## src/rtl/pipe_pkg.sv

```systemverilog
// Shared definitions for the generic pipeline-stage buffer: state encoding
// and the EX/MEM data bundle layout.
package pipe_pkg;

  // The encoding doubles as the occupancy count.
  typedef enum logic [1:0] {
    EMPTY = 2'd0,
    ONE   = 2'd1,
    FULL  = 2'd2
  } state_t;

  localparam int EXMEM_W          = 102;
  localparam int WRITE_REG_LSB    = 0;
  localparam int WRITE_REG_W      = 5;
  localparam int READ_DATA2_LSB   = 5;
  localparam int READ_DATA2_W     = 32;
  localparam int ALU_RESULT_LSB   = 37;
  localparam int ALU_RESULT_W     = 32;
  localparam int ZERO_LSB         = 69;
  localparam int BRANCH_ADDR_LSB  = 70;
  localparam int BRANCH_ADDR_W    = 32;

  function automatic logic [EXMEM_W-1:0] pack_ex_mem(
    input logic [BRANCH_ADDR_W-1:0] branch_addr,
    input logic                     zero,
    input logic [ALU_RESULT_W-1:0]  alu_result,
    input logic [READ_DATA2_W-1:0]  read_data2,
    input logic [WRITE_REG_W-1:0]   write_reg
  );
    logic [EXMEM_W-1:0] b;
    b = '0;
    b[BRANCH_ADDR_LSB +: BRANCH_ADDR_W] = branch_addr;
    b[ZERO_LSB]                         = zero;
    b[ALU_RESULT_LSB +: ALU_RESULT_W]   = alu_result;
    b[READ_DATA2_LSB +: READ_DATA2_W]   = read_data2;
    b[WRITE_REG_LSB +: WRITE_REG_W]     = write_reg;
    return b;
  endfunction

  function automatic logic [ALU_RESULT_W-1:0] ex_mem_alu_result(input logic [EXMEM_W-1:0] b);
    return b[ALU_RESULT_LSB +: ALU_RESULT_W];
  endfunction

endpackage

```

## src/rtl/pipe_slot.sv

```systemverilog
// One ctrl+data holding register. Reset clears everything; clear always
// drops ctrl and drops data only when CLEAR_DATA is set.
module pipe_slot #(
  parameter int CTRL_W     = 5,
  parameter int DATA_W     = 102,
  parameter int CLEAR_DATA = 1
) (
  input  logic              clk,
  input  logic              reset,
  input  logic              clear,
  input  logic              load,
  input  logic [CTRL_W-1:0] d_ctrl,
  input  logic [DATA_W-1:0] d_data,
  output logic [CTRL_W-1:0] q_ctrl,
  output logic [DATA_W-1:0] q_data
);

  always_ff @(posedge clk) begin
    if (!reset) begin
      q_ctrl <= '0;
      q_data <= '0;
    end else if (clear) begin
      q_ctrl <= '0;
      if (CLEAR_DATA != 0) q_data <= '0;
    end else if (load) begin
      q_ctrl <= d_ctrl;
      q_data <= d_data;
    end
  end

endmodule

```

## src/rtl/pipe_skid_buffer.sv

```systemverilog
// Generic pipeline-stage register with valid/ready handshake, a two-entry
// skid so in_ready is registered, flush-to-bubble and an occupancy count.
module pipe_skid_buffer #(
  parameter int CTRL_W     = 5,
  parameter int DATA_W     = 102,
  parameter int CLEAR_DATA = 1
) (
  input  logic              clk,
  input  logic              reset,
  input  logic              flush,
  input  logic              in_valid,
  output logic              in_ready,
  input  logic [CTRL_W-1:0] in_ctrl,
  input  logic [DATA_W-1:0] in_data,
  output logic              out_valid,
  input  logic              out_ready,
  output logic [CTRL_W-1:0] out_ctrl,
  output logic [DATA_W-1:0] out_data,
  output logic [1:0]        count
);
  import pipe_pkg::*;

  // Handshake: a transfer happens on a rising clk where valid && ready;
  // upstream holds in_* stable while in_valid && !in_ready.
  state_t state, next_state;
  logic in_xfer, out_xfer;
  logic main_load, skid_load;
  logic [CTRL_W-1:0] main_ctrl, skid_ctrl, main_d_ctrl;
  logic [DATA_W-1:0] main_data, skid_data, main_d_data;

  assign out_valid = (state != EMPTY);
  assign in_xfer   = in_valid && in_ready;
  assign out_xfer  = out_valid && out_ready;
  assign count     = state;
  assign out_ctrl  = out_valid ? main_ctrl : '0;
  assign out_data  = main_data;

  always_comb begin
    next_state = state;
    case (state)
      EMPTY:   if (in_xfer) next_state = ONE;
      ONE: begin
        if (in_xfer && !out_xfer)      next_state = FULL;
        else if (!in_xfer && out_xfer) next_state = EMPTY;
      end
      FULL:    if (out_xfer) next_state = ONE;
      default: next_state = EMPTY;
    endcase
  end

  always_ff @(posedge clk) begin
    if (!reset || flush) begin
      state    <= EMPTY;
      in_ready <= 1'b1;
    end else begin
      state    <= next_state;
      in_ready <= (next_state != FULL);
    end
  end

  // Main refills from the skid when draining FULL, otherwise from upstream.
  assign main_load   = (state == EMPTY && in_xfer) ||
                       (state == ONE && in_xfer && out_xfer) ||
                       (state == FULL && out_xfer);
  assign skid_load   = (state == ONE) && in_xfer && !out_xfer;
  assign main_d_ctrl = (state == FULL) ? skid_ctrl : in_ctrl;
  assign main_d_data = (state == FULL) ? skid_data : in_data;

  pipe_slot #(.CTRL_W(CTRL_W), .DATA_W(DATA_W), .CLEAR_DATA(CLEAR_DATA)) u_main (
    .clk    (clk),
    .reset  (reset),
    .clear  (flush),
    .load   (main_load),
    .d_ctrl (main_d_ctrl),
    .d_data (main_d_data),
    .q_ctrl (main_ctrl),
    .q_data (main_data)
  );

  pipe_slot #(.CTRL_W(CTRL_W), .DATA_W(DATA_W), .CLEAR_DATA(CLEAR_DATA)) u_skid (
    .clk    (clk),
    .reset  (reset),
    .clear  (flush),
    .load   (skid_load),
    .d_ctrl (in_ctrl),
    .d_data (in_data),
    .q_ctrl (skid_ctrl),
    .q_data (skid_data)
  );

endmodule

```

## config.mk

```make
export PLATFORM = sky130hd
export DESIGN_NAME = pipe_skid_buffer
export DESIGN_NICKNAME = d
export VERILOG_FILES = /design/src/rtl/pipe_pkg.sv /design/src/rtl/pipe_slot.sv /design/src/rtl/pipe_skid_buffer.sv
export SDC_FILE = /design/constraint.sdc
export NUM_CORES = 1
export LEC_CHECK = 0
export ABC_AREA = 1
export BUFFER_PORTS_ARGS = -buffer_cell sky130_fd_sc_hd__buf_4
export CORE_ASPECT_RATIO = 1.2
export CORE_MARGIN = 8
export CORE_UTILIZATION = 58
export DETAILED_ROUTE_END_ITERATION = 16
export GPL_TIMING_DRIVEN = 0
export PLACE_DENSITY = 0.91
export SETUP_SLACK_MARGIN = 0.4
export SYNTH_ARGS = -nofsm -noshare
export SYNTH_HDL_FRONTEND = slang
export SYNTH_SLANG_ARGS = --single-unit
```

## constraint.sdc

```tcl
create_clock -name clk -period 2.2 [get_ports clk]
set_input_delay 0.44 -clock clk [delete_from_list [all_inputs] [get_ports clk]]
set_output_delay 0.44 -clock clk [all_outputs]
set_load 0.005 [all_outputs]
```

Word level (Yosys, flattened, before mapping)
Index checks and enable logic that the tools add are counted.

Register bits: 217. Word-level logic and storage cells: 36. Bits of input ports: 112. Output and inout bits: 111.

Eq/ne operators: 3. Reductions and logical operators: 18. Multiplexer cells: 8. Bitwise logic cells: 1.

Operators by type and width (number): $mux W102 (1); $mux W5 (2); $logic_and A1 B1 Y1 (9); $mux W2 (4); $pmux W2 S3 (1); $logic_not A1 Y1 (3); $logic_or A1 B1 Y1 (3); $eq A2 B1 Y1 const B (1); $eq A2 B2 Y1 const B (1); $logic_not A2 Y1 (1); $ne A2 B2 Y1 const B (1); $reduce_bool A2 Y1 (1); $reduce_or A2 Y1 (1); $not A1 Y1 (1).

Logic depth before layout (Yosys ltp)
Gate-level depths: netlist of the first run.

Depth in word-level cells: 7. Gate-level depth with buffers: 9. Gate-level depth less buffers: 7.

Hierarchy
A second synthesis of the first run with hierarchy kept.

Cell total of the unflattened synthesis: 1320. Area total of the unflattened synthesis: 9242.6 µm².

By module, submodules not included: pipe_slot (times used 2, cells each 465, area an instance 3768.6 µm², sequential area each 2142.1 µm²); pipe_skid_buffer (times used 1, cells each 390, area an instance 1705.4 µm², sequential area each 60.1 µm²).

Least setup slack after synthesis of the first run
OpenSTA, ideal clock, no wires.

Kind: input -> register. Start: in reset. End: reg u_skid.q_data[66]. Setup slack: 759 ps. Arrival: 1309 ps. Required time: 2068 ps. Buffers on the path: 2. Stages on the path: 6. Setup time: 132 ps. Path through: inv_1 -> nor2_4 -> inv_2 -> clkbuf_1 -> clkbuf_1 -> a21oi_1.

Word-level cells in the longest chain between the ends: 2.

RTL lines: start, declared (RTL line pipe_skid_buffer.sv:9) `input logic reset,`; $not A1 Y1 (no line); $reduce_or A2 Y1 (no line); end signal, assigned (RTL line pipe_slot.sv:27) `q_data <= d_data;`; end, declared (RTL line pipe_slot.sv:15) `output logic [DATA_W-1:0] q_data`.

No other way between the ends. A chain may end at the register's enable or synchronous reset.

Worst setup path in the final report of the first run
Start: reg in_ready. End: reg u_main.q_data[32].

Word-level cells in the longest chain between the ends: 5. Elaborated cells on any way between the ends: 6. Classes of those cells: reduce/logical: 6.

RTL lines: start, declared (RTL line pipe_skid_buffer.sv:12) `output logic in_ready,`; start signal, assigned (RTL line pipe_skid_buffer.sv:57) `in_ready <= (next_state != FULL);`; $logic_and A1 B1 Y1 (*) (RTL line pipe_skid_buffer.sv:32) `assign in_xfer = in_valid && in_ready;`; $logic_and A1 B1 Y1 (2 in series) (RTL line pipe_skid_buffer.sv:63) `(state == ONE && in_xfer && out_xfer) ||`; $logic_or A1 B1 Y1 (*) (RTL line pipe_skid_buffer.sv:62) `assign main_load = (state == EMPTY && in_xfer) ||`; $logic_or A1 B1 Y1 (*) (RTL line pipe_skid_buffer.sv:63); end signal, assigned (RTL line pipe_slot.sv:27); end, declared (RTL line pipe_slot.sv:15).

Mark *: on every way between the ends. The rest lies on a longest branch, timed or not.

==> results of run 1 <==
worst register-to-register path, cell delays in order (launching register included):
cell	delay, ps
dfxtp_1	360
nand2_1	160
nand2_1	120
nand3_2	250
buf_4	310
buf_2	210
nor2_1	160
nor2_1	80
cells in the mapped netlist (2+ instances only):
| library cell | n |
|---|---|
| nand3_1 | 107 |
| buf_2 | 50 |
| a21oi_1 | 108 |
| buf_1 | 8 |
| nor2_1 | 221 |
| dfxtp_1 | 217 |
| nand2_1 | 646 |
| clkbuf_1 | 33 |
| nand2_2 | 2 |
| buf_4 | 9 |
| inv_2 | 4 |
| nor2_4 | 2 |
| inv_1 | 111 |
stage by stage:
stage	utilization, %	setup WS (ps)	hold WS [ps]
6_report	75.67	428.1	108.0
5_1_grt	75.67	405.2	98.32
4_1_cts	75.63	411.1	93.93
3_5_place_dp	71.21	170.2	452.3
3_3_place_gp	71.21	187.6	447.3
2_1_floorplan	-	758.8	439.2
state kept, by name (all words and copies together), names as in the netlist:
signal and cells:
u_skid.q_ctrl 5, count 2, in_ready 1, u_main.q_ctrl 5, u_skid.q_data 102, u_main.q_data 102
report_power, final:
| group | total (mW) | switching, mW | internal, mW |
|---|---|---|---|
| Sequential | 4.08 | 0.0535 | 4.03 |
| Combinational | 1.01 | 0.578 | 0.434 |
| Clock | 3.65 | 1.51 | 2.14 |
| Total | 8.75 | 2.15 | 6.60 |
cell families (layout without fill, tap and decap cells):
logic type	after synthesis	after routing
compound gates	109	109
buf+inv	216	477
flops	217	217
simple gates	981	981
worst paths after layout:
path	start	endpoint	depth (start not counted)
setup / recovery	in_ready	u_main.q_data[32]	7
hold / removal	out_ready	count[1]	2
setup reg to reg	in_ready	u_main.q_data[32]	7
hold reg to reg	u_skid.q_ctrl[0]	u_skid.q_ctrl[0]	2
area by class of cell:
cell class              instances  area (µm²)
clock buffers                  34       646.9
flip-flops and latches        217        4347
fillers                      1255        3959
well taps                     212       265.3
multi-input cells            1090        4404
plain buffers                 101       488.0
inverters                     115       434.2
repair buffers                224        1682
clock inverters                 3       46.29
what timing repair did:
action                                 4_1_cts  5_1_grt
buffers inserted                             2        0
hold buffers                                 0        0
endpoints found under the hold margin        0        0
gates resized for setup                      4        6
pin swaps                                    1        0
setup endpoints to repair                   37       45
routing by layer:
| layer | wire length [µm] | global-route usage [%] | vias up |
|---|---|---|---|
| met4 | 1303 | 12.80 | 0 |
| met3 | 2023 | 4.656 | 99 |
| li1 | - | - | 5113 |
| met1 | 11200 | 29.24 | 4601 |
| met5 | 0 | 0 | - |
| met2 | 14520 | 46.96 | 438 |
==> reports/metrics.cfg, run 1 <==
[drt]
avgRoutedWirePerCell_um = 14.55
first_iter_violations = 859
ant_nets = 0
drc = 0
firstDrtPassIters = 7
vias = 10250
avgViaCountPerCell = 5.136
totalWireLength_mm = 29.04

[global_routing]
grt_pass1_wl_mm = 45.95
grt.total_usage_pct = 26.15
grt-ovfl-total = 0
grt_pass1_vias = 9813
grt_max_degree = 14
antenna_found_initial = 0

[hold_path]
hold_class = primary input to register

[sta]
period_minus_slack_ps = 1772
slew_headroom_pct = 65.26
worst_pin_slew_ps = 521.0
report.final.hold_viol_count = 0
post-route-period-util_pct = 80.54
skew_ps = 11.44
rsz0062_at_grt = no
max_freq_mhz = 564.4
timing.final.setup_violations = 0
drv_slew = 0
tns_ps = 0

[synth]
syn_area_per_cell_um2 = 6.340
synth_top_cell_by_area = dfxtp_1
ys.flop_type = dfxtp_1
async_reset_ff_share_pct = 0
synth_mux_area_share_pct = 0
synth_edf_count = 0
synth_top_family_by_area = simple AND/OR/NAND/NOR gates
yosys.area_share.xor_xnor_pct = 0
synth-simple-area-share_pct = 39.89
synth_fp_nets = 1635
yosys-top-cells-area = dfxtp_1, nand2_1, nor2_1
syn_area_mm2 = 0.009656
synth_fa_ha_area_share_pct = 0
synth-seq-cells = 217
ys_seq_area_share_pct = 44.99
syn_inst = 1523
yosysUniqueCellTypes = 18
synth_top_area_share_pct = 44.99
synth_compound_area_share_pct = 5.650
ys_warn_count = 0

[power_and_ir_drop]
ir_drop_v = 0.0005624
p_leak_nw = 5.851
total_power_mw = 8.750
p_per_area_mw_per_mm2 = 710.6

[critical_path]
cp_data_arrival_time_ps = 2150
r2r_setup_slack_ps = 430
worstSetupPathType = register to register
required_ps = 2580
max_stage_delay_ps = 360
start_kind = register
worst-path-max-fanout = 10
cp_num_buf_inv = 2
cp_slowest_cell = dfxtp_1
path_delay_family = simple AND/OR/NAND/NOR gates
path_cells = nand2_1, nand2_1, nand3_2, buf_4, buf_2, nor2_1, nor2_1
end_kind = register

[cts]
cts_root_buffer = clkbuf_16
clockBufferDepth = 3
cts_tree = done
cts-buffers-inserted = 22
cts_max_level = 1
path_clk_slew_ps = 60
clock_latency_ps = 500
cts_sinks = 217

[die]
start_util_pct = 59.34
dieWidth_um = 133.8
ios = 223
core_area_mm2 = 0.01627
die_area_mm2 = 0.02105
rows = 51
die_y_um = 157.3

[final_layout]
layout-drive-gt1-share_pct = 18.39
layout_common_cells = nand2_1, buf_4, nor2_1
final_common_cell = nand2_1
nets = 1883
antenna_cells = 0
area_growth_pct = 27.52
finalInstanceArea_mm2 = 0.01231
layout.cells.non_filler = 1996

[run_status]
outcome = completed

[run]
drv_cap = 0

[place]
numPortBuffers = 222
postPlaceCellArea_mm2 = 0.01159
gp_congestion = 0.8523
hpwl_mm = 20.62
dp.cells = 1957

(Power assumes the default switching activity.)
==> run 2: changes to the inputs <==
--- a/config.mk
+++ b/config.mk
@@ -9,10 +9,10 @@
 export BUFFER_PORTS_ARGS = -buffer_cell sky130_fd_sc_hd__buf_4
 export CORE_ASPECT_RATIO = 1.2
 export CORE_MARGIN = 8
-export CORE_UTILIZATION = 58
+export CORE_UTILIZATION = 49
 export DETAILED_ROUTE_END_ITERATION = 16
 export GPL_TIMING_DRIVEN = 0
-export PLACE_DENSITY = 0.91
+export PLACE_DENSITY = 0.83
 export SETUP_SLACK_MARGIN = 0.4
 export SYNTH_ARGS = -nofsm -noshare
 export SYNTH_HDL_FRONTEND = slang
==> constraint.sdc (replaced) <==
create_clock -name clk -period 1.55 [get_ports clk]
set_input_delay 0.31 -clock clk [delete_from_list [all_inputs] [get_ports clk]]
set_output_delay 0.31 -clock clk [all_outputs]
set_load 0.005 [all_outputs]
==> reports/metrics.cfg, run 2 (synthesized netlist as in run 1, its figures left out) <==
[global_routing]
grt_pass1_wl_mm = 45.77  ; -0.39%
grt.total_usage_pct = 22.79  ; -3.4 points
grt_max_degree = 14  ; unchanged
grt-ovfl-total = 0  ; unchanged
antenna_found_initial = 1  ; +1
grt_pass1_vias = 9436  ; -3.8%

[final_layout]
final_common_cell = nand2_1
layout.cells.non_filler = 2112  ; +5.8%
top_regs = u_main.q_data x102, u_skid.q_data x102
regArea_mm2 = 0.004405  ; +1.4%
nFillCells = 1075  ; -14%
multi_input_area_mm2 = 0.006272  ; +42%
layout-drive-gt1-share_pct = 44.70  ; +26 points
nets = 1946  ; +3.3%
layout_common_cells = nand2_1, buf_4, dfxtp_1
area_growth_pct = 67.58

[critical_path]
worstSetupPathType = register to register
max_stage_delay_ps = 380  ; +20 ps
required_ps = 1970  ; -610 ps
worst-path-max-fanout = 5  ; -5
cp_slowest_cell = dfxtp_4
cp_data_arrival_time_ps = 2120  ; -30 ps
end_kind = register
start_kind = register
path_cells = buf_12, clkinv_8, nand2_4, nor2_4, buf_12, buf_8, clkbuf_16, buf_8, nand3_1, a21oi_1

[cts]
path_clk_slew_ps = 70  ; about the same
cts-buffers-inserted = 23  ; +4.5%
cts_tree = done
cts_sinks = 217  ; unchanged
clock_latency_ps = 520  ; +20 ps
cts_max_level = 1  ; unchanged
clockBufferDepth = 3  ; unchanged
cts_root_buffer = clkbuf_16

[run]
drv_cap = 0  ; unchanged

[die]
ios = 223  ; unchanged
start_util_pct = 49.75  ; -9.6 points
rows = 56  ; +9.8%
die_y_um = 169.8  ; +7.9%
dieWidth_um = 144.1  ; +7.7%
die_area_mm2 = 0.02447  ; +16%
core_area_mm2 = 0.01941  ; +19%

[sta]
report.final.hold_viol_count = 0  ; unchanged
timing.final.setup_violations = 190  ; +190
hold_slack_ps = 67.09  ; -40.89 ps
worst_slack_ps = -144.5  ; -572.6 ps
skew_ps = 11.20  ; -0.2373 ps
slew_headroom_pct = 41.38  ; -24 points
drv_slew = 0  ; unchanged
rsz0062_at_grt = yes
max_freq_mhz = 590.1  ; +4.6%
worst_pin_slew_ps = 879.3  ; +358.2 ps
post-route-period-util_pct = 109.3  ; +29 points
period_minus_slack_ps = 1695  ; -77.37 ps
tns_ps = -8746  ; -8746 ps

[run_status]
outcome = complete, but fails checks
failed_checks = negative setup slack

[power_and_ir_drop]
total_power_mw = 13.76  ; +57%
seqPwrFrac_pct = 42.3  ; -4.4 points
p_leak_nw = 6.907  ; +18%
internal-power_mw = 10.06  ; +52%
ir_drop_v = 0.0007704  ; +37%
pwr-share-clk_pct = 41.0  ; -0.8 points
p_sw_share_pct = 26.88  ; +2.4 points
p_switching_mw = 3.700  ; +72%
combPwrFrac_pct = 16.7  ; +5.1 points
p_per_area_mw_per_mm2 = 850.7  ; +20%

[drt]
totalWireLength_mm = 39.74  ; +37%
ant_nets = 0  ; unchanged
avgViaCountPerCell = 5.438  ; +5.9%
first_iter_violations = 855  ; -0.47%
avgRoutedWirePerCell_um = 18.82  ; +29%
drc = 0  ; unchanged
firstDrtPassIters = 8  ; +1
vias = 11490  ; +12%

[hold_path]
hold_class = primary input to register

[place]
hpwl_mm = 20.44  ; -0.87%
dp.cells = 2006  ; +2.5%
gp_congestion = 0.8408  ; -1.3%
numPortBuffers = 222  ; unchanged

run 2: final timing paths:
check,cells past startpoint,slack [ps],from,endpoint
min reg2reg,2,470,u_skid.q_data[78],u_skid.q_data[78]
max,10,-140,count[1],u_skid.q_data[3]
min,3,70,in_data[96],u_skid.q_data[96]
max reg2reg,10,-140,count[1],u_skid.q_data[3]
run 2: power by group through the flow:
stage               clock (mW)  sequential [mW]  combinational (mW)
finish                    5.65             5.83                2.29
global route              5.85             5.84                2.44
CTS                       5.60             5.80                1.46
detailed placement           0             5.92                1.41
global placement             0             5.91                1.40
floorplan                    0             5.92               0.721
run 2: per-stage QoR:
| step | setup slack (ps) | instance area, µm² | util [%] |
|---|---|---|---|
| 4_1_cts | -97.00 | 12580 | 64.82 |
| 3_3_place_gp | -307.0 | 11690 | 60.21 |
| 6_report | -144.5 | 16180 | 83.37 |
| 2_1_floorplan | 306.8 | 9693 | - |
| 5_1_grt | -202.8 | 16180 | 83.37 |
| 3_5_place_dp | -315.3 | 11690 | 60.21 |
run 2: layout make-up:
cell class	count	area share, %
sequential	217	27.23
tap	261	2.018
clock buffer	35	4.330
buffer	101	5.908
timing repair buffer	284	18.58
antenna	1	0.01547
inverter	115	2.792
multi-input combinational	1092	38.76
clock inverter	6	0.3634
run 2: per-layer routing:
metal	up-vias	share of wire (%)	track usage, %
met3	220	7.6	3.997
met1	5404	35	26.31
met4	0	7.2	9.927
met5	-	0	0
met2	601	50	40.35
li1	5261	-	-
run 2: critical path, delay by kind of cell, from the launching register on:
family / cells / cell delay, ps
buf+inv: 6 / 720
simple gates: 3 / 260
compound gates: 1 / 230
flops: 1 / 380
run 2: repair_timing:
item | in CTS | in global routing
setup buffers | 6 | 21
endpoints found under the setup margin | 328 | 328
cloned | 0 | 36
gates resized for setup | 26 | 763
hold endpoints to repair | 2 | 0
pin swaps | 3 | 101
hold buffers | 1 | 0
